### src/rtl/led_display_pkg.sv
// Shared types and helpers for the LED matrix row driver.
package led_display_pkg;

  typedef enum logic [1:0] {
    SS_IDLE,
    SS_SHIFT,
    SS_LATCH
  } state_t;

  localparam int unsigned CH_R   = 0;
  localparam int unsigned CH_G   = 1;
  localparam int unsigned CH_B   = 2;
  localparam int unsigned NUM_CH = 3;

  // System clocks per bit-clock half period.
  function automatic int unsigned half_count(input int unsigned sys_freq,
                                             input int unsigned write_freq);
    return sys_freq / (2 * write_freq);
  endfunction

endpackage

### src/rtl/led_matrix_row_driver_if.sv
// Pixel valid/ready handshake between the frame-buffer controller and the row driver.
interface led_matrix_row_driver_if #(
  parameter int unsigned PIXEL_W = 48
) ();

  logic               pixel_valid_in;
  logic               pixel_ready_out;
  logic [PIXEL_W-1:0] pixel_in;

  modport master (output pixel_valid_in, output pixel_in, input pixel_ready_out);
  modport slave  (input pixel_valid_in, input pixel_in, output pixel_ready_out);

endinterface

### src/rtl/led_bit_clk_gen.sv
// Panel bit-clock generator: low HALF cycles then high HALF cycles while run is high,
// held at phase zero otherwise so every pixel starts aligned.
module led_bit_clk_gen #(
  parameter int unsigned HALF = 2
) (
  input  logic clk,
  input  logic rst_n,
  input  logic run,
  output logic bclk,
  output logic rise_c,
  output logic fall_c
);

  localparam int unsigned CNT_W = $clog2(HALF + 1);

  logic [CNT_W-1:0] cnt;
  logic             wrap_c;

  assign wrap_c = run && (cnt == CNT_W'(HALF - 1));
  assign rise_c = wrap_c && !bclk;
  assign fall_c = wrap_c && bclk;

  always_ff @(posedge clk or negedge rst_n) begin
    if (!rst_n) begin
      cnt  <= '0;
      bclk <= 1'b0;
    end else if (!run) begin
      cnt  <= '0;
      bclk <= 1'b0;
    end else if (wrap_c) begin
      cnt  <= '0;
      bclk <= !bclk;
    end else begin
      cnt  <= cnt + CNT_W'(1);
    end
  end

endmodule

### src/rtl/led_matrix_row_driver.sv
// HUB75-style bit-serial pixel driver: one pixel per handshake, channels shifted MSB-first.
// Define LED_DRV_LATCH_EN to close each row with a latch pulse and row-address advance.
module led_matrix_row_driver
  import led_display_pkg::*;
#(
  parameter int unsigned WRITE_FREQ   = 1_000_000,
  parameter int unsigned SYS_CLK_FREQ = 100_000_000,
  parameter int unsigned COLOR_DEPTH  = 8,
  parameter int unsigned NUM_LANES    = 2,
  parameter int unsigned ROW_PIXELS   = 64,
  parameter int unsigned NUM_ROWS     = 16,
  parameter int unsigned LATCH_CYCLES = 4,
  localparam int unsigned ADDR_W = (NUM_ROWS > 1) ? $clog2(NUM_ROWS) : 1
) (
  input  logic                        clk_in,
  input  logic                        n_reset_in,
  input  logic                        enable_in,
  led_matrix_row_driver_if.slave      pix,
  output logic [NUM_LANES*NUM_CH-1:0] rgb_out,
  output logic                        bit_clk_out,
  output logic                        latch_out,
  output logic [ADDR_W-1:0]           row_addr_out,
  output logic                        row_done_out
);

  localparam int unsigned HALF  = half_count(SYS_CLK_FREQ, WRITE_FREQ);
  localparam int unsigned BIT_W = $clog2(COLOR_DEPTH + 1);
  localparam int unsigned PIX_W = (ROW_PIXELS > 1) ? $clog2(ROW_PIXELS) : 1;

  if (HALF < 2) begin : g_half_chk
    $error("led_matrix_row_driver: SYS_CLK_FREQ/(2*WRITE_FREQ) must be at least 2");
  end
  if (LATCH_CYCLES < 1) begin : g_latch_chk
    $error("led_matrix_row_driver: LATCH_CYCLES must be at least 1");
  end

  state_t           state, state_nx;
  logic             started;
  logic [BIT_W-1:0] bit_cnt, bit_cnt_nx;
  logic [PIX_W-1:0] pix_cnt, pix_cnt_nx;
  logic             accept_c, row_end_c, fall_c, rise_unused_c;

  // Ready is held off until the first clock after reset so reset drives every output low.
  assign pix.pixel_ready_out = started && enable_in && (state == SS_IDLE);
  assign accept_c            = pix.pixel_valid_in && pix.pixel_ready_out;
  assign row_end_c           = (pix_cnt == PIX_W'(ROW_PIXELS - 1));

  led_bit_clk_gen #(.HALF(HALF)) u_bclk (
    .clk    (clk_in),
    .rst_n  (n_reset_in),
    .run    (state == SS_SHIFT),
    .bclk   (bit_clk_out),
    .rise_c (rise_unused_c),
    .fall_c (fall_c)
  );

  // Channel shift registers; zero-fill leaves them clear outside SHIFT.
  for (genvar l = 0; l < int'(NUM_LANES); l++) begin : g_lane
    for (genvar c = int'(CH_R); c <= int'(CH_B); c++) begin : g_chan
      localparam int unsigned IDX = l * NUM_CH + c;
      logic [COLOR_DEPTH-1:0] sr;

      always_ff @(posedge clk_in or negedge n_reset_in) begin
        if (!n_reset_in) begin
          sr <= '0;
        end else if (accept_c) begin
          sr <= pix.pixel_in[IDX*COLOR_DEPTH +: COLOR_DEPTH];
        end else if (fall_c) begin
          sr <= sr << 1;
        end
      end

      assign rgb_out[IDX] = sr[COLOR_DEPTH-1];
    end
  end

`ifdef LED_DRV_LATCH_EN
  localparam int unsigned LAT_W = $clog2(LATCH_CYCLES + 1);

  logic [LAT_W-1:0]  lat_cnt, lat_cnt_nx;
  logic [ADDR_W-1:0] row_addr_nx;
  logic              row_done_nx;
`endif

  // Next-state logic for the pixel FSM and its counters.
  always_comb begin
    state_nx   = state;
    bit_cnt_nx = bit_cnt;
    pix_cnt_nx = pix_cnt;
`ifdef LED_DRV_LATCH_EN
    lat_cnt_nx  = lat_cnt;
    row_addr_nx = row_addr_out;
    row_done_nx = 1'b0;
`endif
    case (state)
      SS_IDLE: begin
        if (accept_c) begin
          state_nx   = SS_SHIFT;
          bit_cnt_nx = '0;
        end
      end
      SS_SHIFT: begin
        if (fall_c) begin
          if (bit_cnt == BIT_W'(COLOR_DEPTH - 1)) begin
            bit_cnt_nx = '0;
            pix_cnt_nx = row_end_c ? '0 : pix_cnt + PIX_W'(1);
`ifdef LED_DRV_LATCH_EN
            state_nx   = row_end_c ? SS_LATCH : SS_IDLE;
            lat_cnt_nx = '0;
`else
            state_nx   = SS_IDLE;
`endif
          end else begin
            bit_cnt_nx = bit_cnt + BIT_W'(1);
          end
        end
      end
`ifdef LED_DRV_LATCH_EN
      SS_LATCH: begin
        if (lat_cnt == LAT_W'(LATCH_CYCLES - 1)) begin
          state_nx    = SS_IDLE;
          lat_cnt_nx  = '0;
          row_done_nx = 1'b1;
          row_addr_nx = (row_addr_out == ADDR_W'(NUM_ROWS - 1)) ? '0
                                                                 : row_addr_out + ADDR_W'(1);
        end else begin
          lat_cnt_nx = lat_cnt + LAT_W'(1);
        end
      end
`endif
      default: state_nx = SS_IDLE;
    endcase
  end

  always_ff @(posedge clk_in or negedge n_reset_in) begin
    if (!n_reset_in) begin
      state   <= SS_IDLE;
      started <= 1'b0;
      bit_cnt <= '0;
      pix_cnt <= '0;
    end else begin
      state   <= state_nx;
      started <= 1'b1;
      bit_cnt <= bit_cnt_nx;
      pix_cnt <= pix_cnt_nx;
    end
  end

`ifdef LED_DRV_LATCH_EN
  always_ff @(posedge clk_in or negedge n_reset_in) begin
    if (!n_reset_in) begin
      lat_cnt      <= '0;
      row_addr_out <= '0;
      latch_out    <= 1'b0;
      row_done_out <= 1'b0;
    end else begin
      lat_cnt      <= lat_cnt_nx;
      row_addr_out <= row_addr_nx;
      latch_out    <= (state_nx == SS_LATCH);
      row_done_out <= row_done_nx;
    end
  end
`else
  // Rows are sequenced externally in this build.
  assign latch_out    = 1'b0;
  assign row_done_out = 1'b0;
  assign row_addr_out = '0;
`endif

endmodule
### src/flat_wrapper.sv
// flat-port wrapper written by rule: the top's interface ports become plain ports
module led_matrix_row_driver_flat import led_display_pkg::*;
#(
  parameter int unsigned WRITE_FREQ   = 1_000_000,
  parameter int unsigned SYS_CLK_FREQ = 100_000_000,
  parameter int unsigned COLOR_DEPTH  = 8,
  parameter int unsigned NUM_LANES    = 2,
  parameter int unsigned ROW_PIXELS   = 64,
  parameter int unsigned NUM_ROWS     = 16,
  parameter int unsigned LATCH_CYCLES = 4,
  localparam int unsigned ADDR_W = (NUM_ROWS > 1) ? $clog2(NUM_ROWS) : 1
)
  (clk_in, n_reset_in, enable_in, rgb_out, bit_clk_out, latch_out, row_addr_out, row_done_out, pix_pixel_valid_in, pix_pixel_in, pix_pixel_ready_out);
  led_matrix_row_driver_if pix_i ();
  input  logic clk_in;
  input  logic n_reset_in;
  input  logic enable_in;
  output logic [NUM_LANES*NUM_CH-1:0] rgb_out;
  output logic bit_clk_out;
  output logic latch_out;
  output logic [ADDR_W-1:0] row_addr_out;
  output logic row_done_out;
  input wire logic [$bits(pix_i.pixel_valid_in)-1:0] pix_pixel_valid_in;
  input wire logic [$bits(pix_i.pixel_in)-1:0] pix_pixel_in;
  output wire logic [$bits(pix_i.pixel_ready_out)-1:0] pix_pixel_ready_out;
  assign pix_i.pixel_valid_in = pix_pixel_valid_in;
  assign pix_i.pixel_in = pix_pixel_in;
  assign pix_pixel_ready_out = pix_i.pixel_ready_out;
  led_matrix_row_driver #(.WRITE_FREQ(WRITE_FREQ), .SYS_CLK_FREQ(SYS_CLK_FREQ), .COLOR_DEPTH(COLOR_DEPTH), .NUM_LANES(NUM_LANES), .ROW_PIXELS(ROW_PIXELS), .NUM_ROWS(NUM_ROWS), .LATCH_CYCLES(LATCH_CYCLES)) u_core (.clk_in(clk_in), .n_reset_in(n_reset_in), .enable_in(enable_in), .pix(pix_i), .rgb_out(rgb_out), .bit_clk_out(bit_clk_out), .latch_out(latch_out), .row_addr_out(row_addr_out), .row_done_out(row_done_out));
endmodule
### config.mk
export PLATFORM = sky130hd
export DESIGN_NAME = led_matrix_row_driver_flat
export DESIGN_NICKNAME = d
export VERILOG_FILES = /design/src/rtl/led_display_pkg.sv /design/src/rtl/led_matrix_row_driver_if.sv /design/src/rtl/led_bit_clk_gen.sv /design/src/rtl/led_matrix_row_driver.sv /design/src/flat_wrapper.sv
export SDC_FILE = /design/constraint.sdc
export NUM_CORES = 1
export LEC_CHECK = 0
export CAP_MARGIN = 20
export CORE_MARGIN = 2
export CORE_UTILIZATION = 45
export CTS_CLUSTER_SIZE = 25
export DETAILED_ROUTE_END_ITERATION = 8
export PLACE_DENSITY_LB_ADDON = 0.12
export SLEW_MARGIN = 15
export SYNTH_ARGS = -nofsm -noshare
export SYNTH_HDL_FRONTEND = slang
export SYNTH_SLANG_ARGS = --single-unit
### constraint.sdc
create_clock -name clk_in -period 2.05 [get_ports clk_in]
set_clock_uncertainty 0.1 [all_clocks]
set_input_delay 0.205 -clock clk_in [delete_from_list [all_inputs] [get_ports clk_in]]
set_output_delay 0.205 -clock clk_in [all_outputs]
set_load 0.1 [all_outputs]
== Word level (Yosys, flattened, before mapping) ==
Index checks and enable logic that the tools add are counted.
Operators by class
  add/sub/neg operators: 2
  multiply operators: 0
  divide/modulo/power cells: 0
  $lt $le $gt $ge: 0
  equality and inequality tests: 7
  shifts and indexed selects: 0
  mux-type cells: 24
  bitwise operators: 0
  reductions and logical operators: 11
Operators with widths (count)
  two-way mux 8 bit: 12
  two-way mux 4 bit: 3
  two-way mux 6 bit: 2
  != test 2 x 1 -> 1 bit, second input constant: 4
  case mux 4 bit (2 select lines): 1
  adder 6 x 1 -> 6 bit, second input constant: 1
  equality test 6 bit, second input constant: 1
  two-way mux 2 bit: 3
  AND reduction 3 bit: 2
  logical AND 1 bit: 5
  adder 4 x 1 -> 4 bit, second input constant: 1
  equality test 4 x 3 -> 1 bit, second input constant: 1
  case mux 2 bit (2 select lines): 1
  nonzero test 2 bit: 2
  equality test 2 x 1 -> 1 bit, second input constant: 1
  zero test 2 bit: 1
  two-way mux 1 bit: 2
  zero test 1 bit: 1
Storage, ports and cells
  flip-flop bits (word level): 62
  bits in latches: 0
  RAM bits: 0
  memory bits (read-only): 0
  input bits: 52
  output and inout port bits: 14
  word-level logic and storage cells: 55
  memories kept: 0

== Logic depth before layout (Yosys ltp) ==
  word-level depth: 5
  mapped depth: 7
  depth with buffers taken out: 5

== Cells and area by module ==
From an unflattened synthesis, not the netlist that was laid out.
Second synthesis, totals
  cells, all modules: 284
  area total of the unflattened synthesis: 2962.8 um^2
Modules (own cells, without submodules)
  led_matrix_row_driver: times used 1, cells an instance 251, area each 2607.5 um^2, seq. area each 1351.3 um^2
  led_bit_clk_gen: times used 1, cells an instance 33, area each 355.3 um^2, seq. area each 175.2 um^2

== Worst setup path before layout ==
OpenSTA, ideal clock, no wires.
  path type: flip-flop to flip-flop
  start: reg u_core.u_bclk.bclk
  end: reg u_core.g_lane[1].g_chan[1].sr[2]
  data arrival time: 1.906 ns
  data required time: 1.824 ns
  setup slack: -0.082 ns
  stages on the path, launching flop included: 5
  path buffers: 1
  clock period less this slack: 2.132 ns
  cells stage by stage: dfrtp_1 -> nand3_1 -> clkbuf_1 -> o211a_1 -> a221o_1
Between the ends
  longest elaborated chain between the ends: 2
RTL lines
  start, declared: RTL line led_bit_clk_gen.sv:9  | output logic bclk,
  start signal, assigned: RTL line led_bit_clk_gen.sv:32  | bclk <= !bclk;
  logical AND 1 bit: RTL line led_bit_clk_gen.sv:21  | assign fall_c = wrap_c && bclk;
  nonzero test 2 bit (no line)
  end signal, assigned: RTL line led_matrix_row_driver.sv:67  | sr <= pix.pixel_in[IDX*COLOR_DEPTH +: COLOR_DEPTH];
  end signal, assigned: RTL line led_matrix_row_driver.sv:69  | sr <= sr << 1;
  end, declared: RTL line led_matrix_row_driver.sv:61  | logic [COLOR_DEPTH-1:0] sr;
Every way passes these cells.
A chain may end at the register's enable or synchronous reset.

== Worst setup path in the final report ==
  start: reg u_core.state[0]
  end: reg u_core.bit_cnt[1]
Between the ends
  longest elaborated chain between the ends: 5
  elaborated cells on any way between the ends: 11
  those cells by class: eq/ne (3); mux (1); reduce/logical (7)
RTL lines
  start, declared: RTL line led_matrix_row_driver.sv:37  | state_t state, state_nx;
  start signal, assigned: RTL line led_matrix_row_driver.sv:142  | state <= state_nx;
  equality test 2 x 1 -> 1 bit / zero test 2 bit (equally long branches): RTL line led_matrix_row_driver.sv:51, led_matrix_row_driver.sv:95, led_matrix_row_driver.sv:44
  logical AND 1 bit (on tied branches): RTL line led_bit_clk_gen.sv:19, led_matrix_row_driver.sv:44
  logical AND 1 bit (on tied branches): RTL line led_bit_clk_gen.sv:21, led_matrix_row_driver.sv:45
  != test 2 x 1 -> 1 bit (no line)
  AND reduction 3 bit (no line)
  end signal, assigned: RTL line led_matrix_row_driver.sv:144  | bit_cnt <= bit_cnt_nx;
  end, declared: RTL line led_matrix_row_driver.sv:39  | logic [BIT_W-1:0] bit_cnt, bit_cnt_nx;
Parallel ways exist; a longest one is shown, timed or not.

==> impl_metrics.ini <==
[status]
status = finished, final reports clean

[logic_synthesis]
syn_area_per_cell_sq_um = 9.15
yosysSeqAreaShare = 0.504
syn_inst = 331
synth_seq_cells = 61
ys_warn_count = 0
synth.top_cell.area_share = 0.504
yosysTopAreaCell = dfrtp_1
synth_area_leaders = dfrtp_1, o21ai_0, a31oi_1, nand3_1, nor2_1
syn_area_sq_um = 3030
yosysUniqueCellTypes = 34

[grt]
grtUsageTotal = 0.207
antenna_found_initial = 0
overflow = 0
first_global_vias = 2602
grt_max_degree = 46
grt_pass1_wl_um = 12100

[finish]
areaGrowthSynthToFinish_pct = 27.7
diodes = 0
final_core_util = 0.602
mostFrequentLayoutCell = dfrtp_1
most-common-layout-cells = dfrtp_1, clkdlybuf4s50_1, o21ai_0, nor2_1, nand3_1
stdcell_count = 464
fin_area_sq_um = 3870
num-nets-final = 437
fillerInstances = 562
final_layout_size_suffix_gt1_frac = 0.111

[floorplanning]
die_area_sq_um = 7400
rows = 29
coreArea_sq_um = 6420
start_util = 0.472
ios = 66
die_h_um = 86.0
dieWidth_um = 86.0

[timing]
setup_tns_ns = 0
final_max_slew_viol_count = 0
setup_slack_ns = 0.193
finalHoldViolations = 0
fin_crit_ns = 1.86
report.final.setup_viol = 0
max_freq_mhz = 538
timing.slew.headroom = 0.643
holdWs_ns = 0.279
fin_crit_sh = 0.906
worst_pin_slew_ns = 0.535
rsz0062_at_grt = no

[clocking]
cts_setup_buffers = 0
insertion_delay_ns = 0.34
clk_pin_slew_ns = 0.07
cts_buffers = 9
cts.sink_count = 61
clockRootBuffer = clkbuf_8
clock_path_buffers = 2
h-tree-depth = 3
cts_tree = done

[worst_setup_path]
worst-r2r-cell-count = 4
cp.arrival_ns = 1.97
r2r-end = u_core.bit_cnt[1]$_DFFE_PN0P_
end_kind = flip-flop
crit_path_start_kind = flip-flop
reg2reg_slack_ns = 0.19
rr_startpoint = u_core.state[0]$_DFFE_PN0P_
worstSetupPathType = flip-flop to flip-flop
required_ns = 2.16
critPathMaxFanout = 43

[drt]
drt_iter0_markers = 142
vias = 2662
top_layer = met4
wl_per_cell_um = 15.9
wl_met2_um = 3380
wl_met1_um = 3460
drt-total-wl_um = 7360
via_per_inst = 5.74
ant_nets = 0
drc = 0
dr_wl_met3_um = 402
firstDrtPassIters = 4

[run]
cap_violations = 0

[pwr]
p_switching_uw = 557
cellLeakagePower_nw = 1.57
combinationalPowerShare = 0.068
vdd_ir_drop_max_v = 0.000362
cell_internal_pwr_mw = 2.04
clkPwrFrac = 0.468
p_sw_frac = 0.214
finalPower_mw = 2.60
power_frac_seq = 0.464
power_density_nw_per_um2 = 672

[placed_design]
port_buffers = 59
dp.cells = 447
hpwl_um = 4840
gp_congestion = 0.809
postPlaceCellArea_sq_um = 3630
preCtsSetupSlack_ns = 0.117

[worst_hold_path]
hp-class = input port to asynchronous set/reset pin
-- Yosys cell counts --
master,count
nand4_1,4
a21oi_1,4
dfrtp_1,61
o22ai_1,1
and3b_1,2
clkbuf_1,15
nand2_2,1
o211ai_1,16
ha_1,3
and4bb_2,1
a31oi_1,30
nor2_1,37
o211a_1,4
or3_1,2
o21ai_0,39
o21ai_1,1
o41ai_1,1
nand4bb_1,1
and3_1,4
and2_1,1
buf_4,15
buf_2,9
nand2_1,27
xnor2_1,1
o311ai_1,1
nand3_1,31
mux2i_1,1
and4b_1,1
buf_6,2
xor2_1,2
conb_1,2
inv_1,6
a221o_1,4
nand4b_1,1
-- layout make-up --
class                   instances  area (sq um)  share of cell area
well taps                      77          96.3              0.0249
inverters                       6          22.5             0.00582
clock inverters                 4          70.1              0.0181
clock buffers                  12           155              0.0401
repair buffers                 76           733               0.190
flip-flops and latches         61          1530               0.395
multi-input cells             228          1260               0.326
-- sequential cells by signal, indices dropped and copies added, names as in the netlist --
signal / flops
u_core.g_lane.g_chan.sr: 48
u_core.u_bclk.cnt: 6
u_core.bit_cnt: 4
u_core.started: 1
u_core.state: 1
u_core.u_bclk.bclk: 1
-- critical path: stages (launching register included) --
cell and delay (ns):
dfrtp_1 0.53, nand4b_1 0.29, buf_4 0.42, o21ai_0 0.23
mux2i_1 0.16
-- kinds of logic after synthesis --
family                     count (synthesis)  share of synthesized area
xor gates and xnor gates                   3                    0.00868
AOI/OAI and AO/OA                        101                      0.209
buffers and inverters                     47                     0.0855
other                                      2                    0.00248
DFF                                       61                      0.504
and+or+nand+nor                          113                      0.175
muxes                                      1                    0.00330
adders and majority gates                  3                     0.0124
-- layer usage --
layer	track usage	vias up
met5	0	-
met4	0.0967	0
met3	0.0327	8
met2	0.320	85
met1	0.286	1299
li1	-	1270
-- how the worst max path moves through the flow --
stage,endpoint,from,slack (ns)
after floorplan,u_core.g_lane[1].g_chan[1].sr[2]$_DFFE_PN0P_,u_core.u_bclk.bclk$_DFFE_PN0P_,0.24
after global placement,u_core.bit_cnt[1]$_DFFE_PN0P_,enable_in,0.17
after detailed placement,u_core.bit_cnt[1]$_DFFE_PN0P_,enable_in,0.12
after CTS,u_core.bit_cnt[1]$_DFFE_PN0P_,u_core.state[0]$_DFFE_PN0P_,0.19
after global routing,u_core.bit_cnt[1]$_DFFE_PN0P_,u_core.state[0]$_DFFE_PN0P_,0.07
final,u_core.bit_cnt[1]$_DFFE_PN0P_,u_core.state[0]$_DFFE_PN0P_,0.19
-- power groups by stage --
| stage | clock network, mW | registers, mW | logic, mW |
|---|---|---|---|
| floorplan | 0 | 1.23 | 0.0572 |
| global placement | 0 | 1.23 | 0.179 |
| detailed placement | 0 | 1.23 | 0.178 |
| CTS | 1.23 | 1.21 | 0.181 |
| global route | 1.28 | 1.20 | 0.190 |
| finish | 1.22 | 1.21 | 0.178 |
-- what timing repair did --
action,in CTS,in global routing
gates resized for setup,0,0
hold buffers,1,0
endpoints found under the hold margin,21,0
No activity file was read; power rests on OpenSTA's default activity.
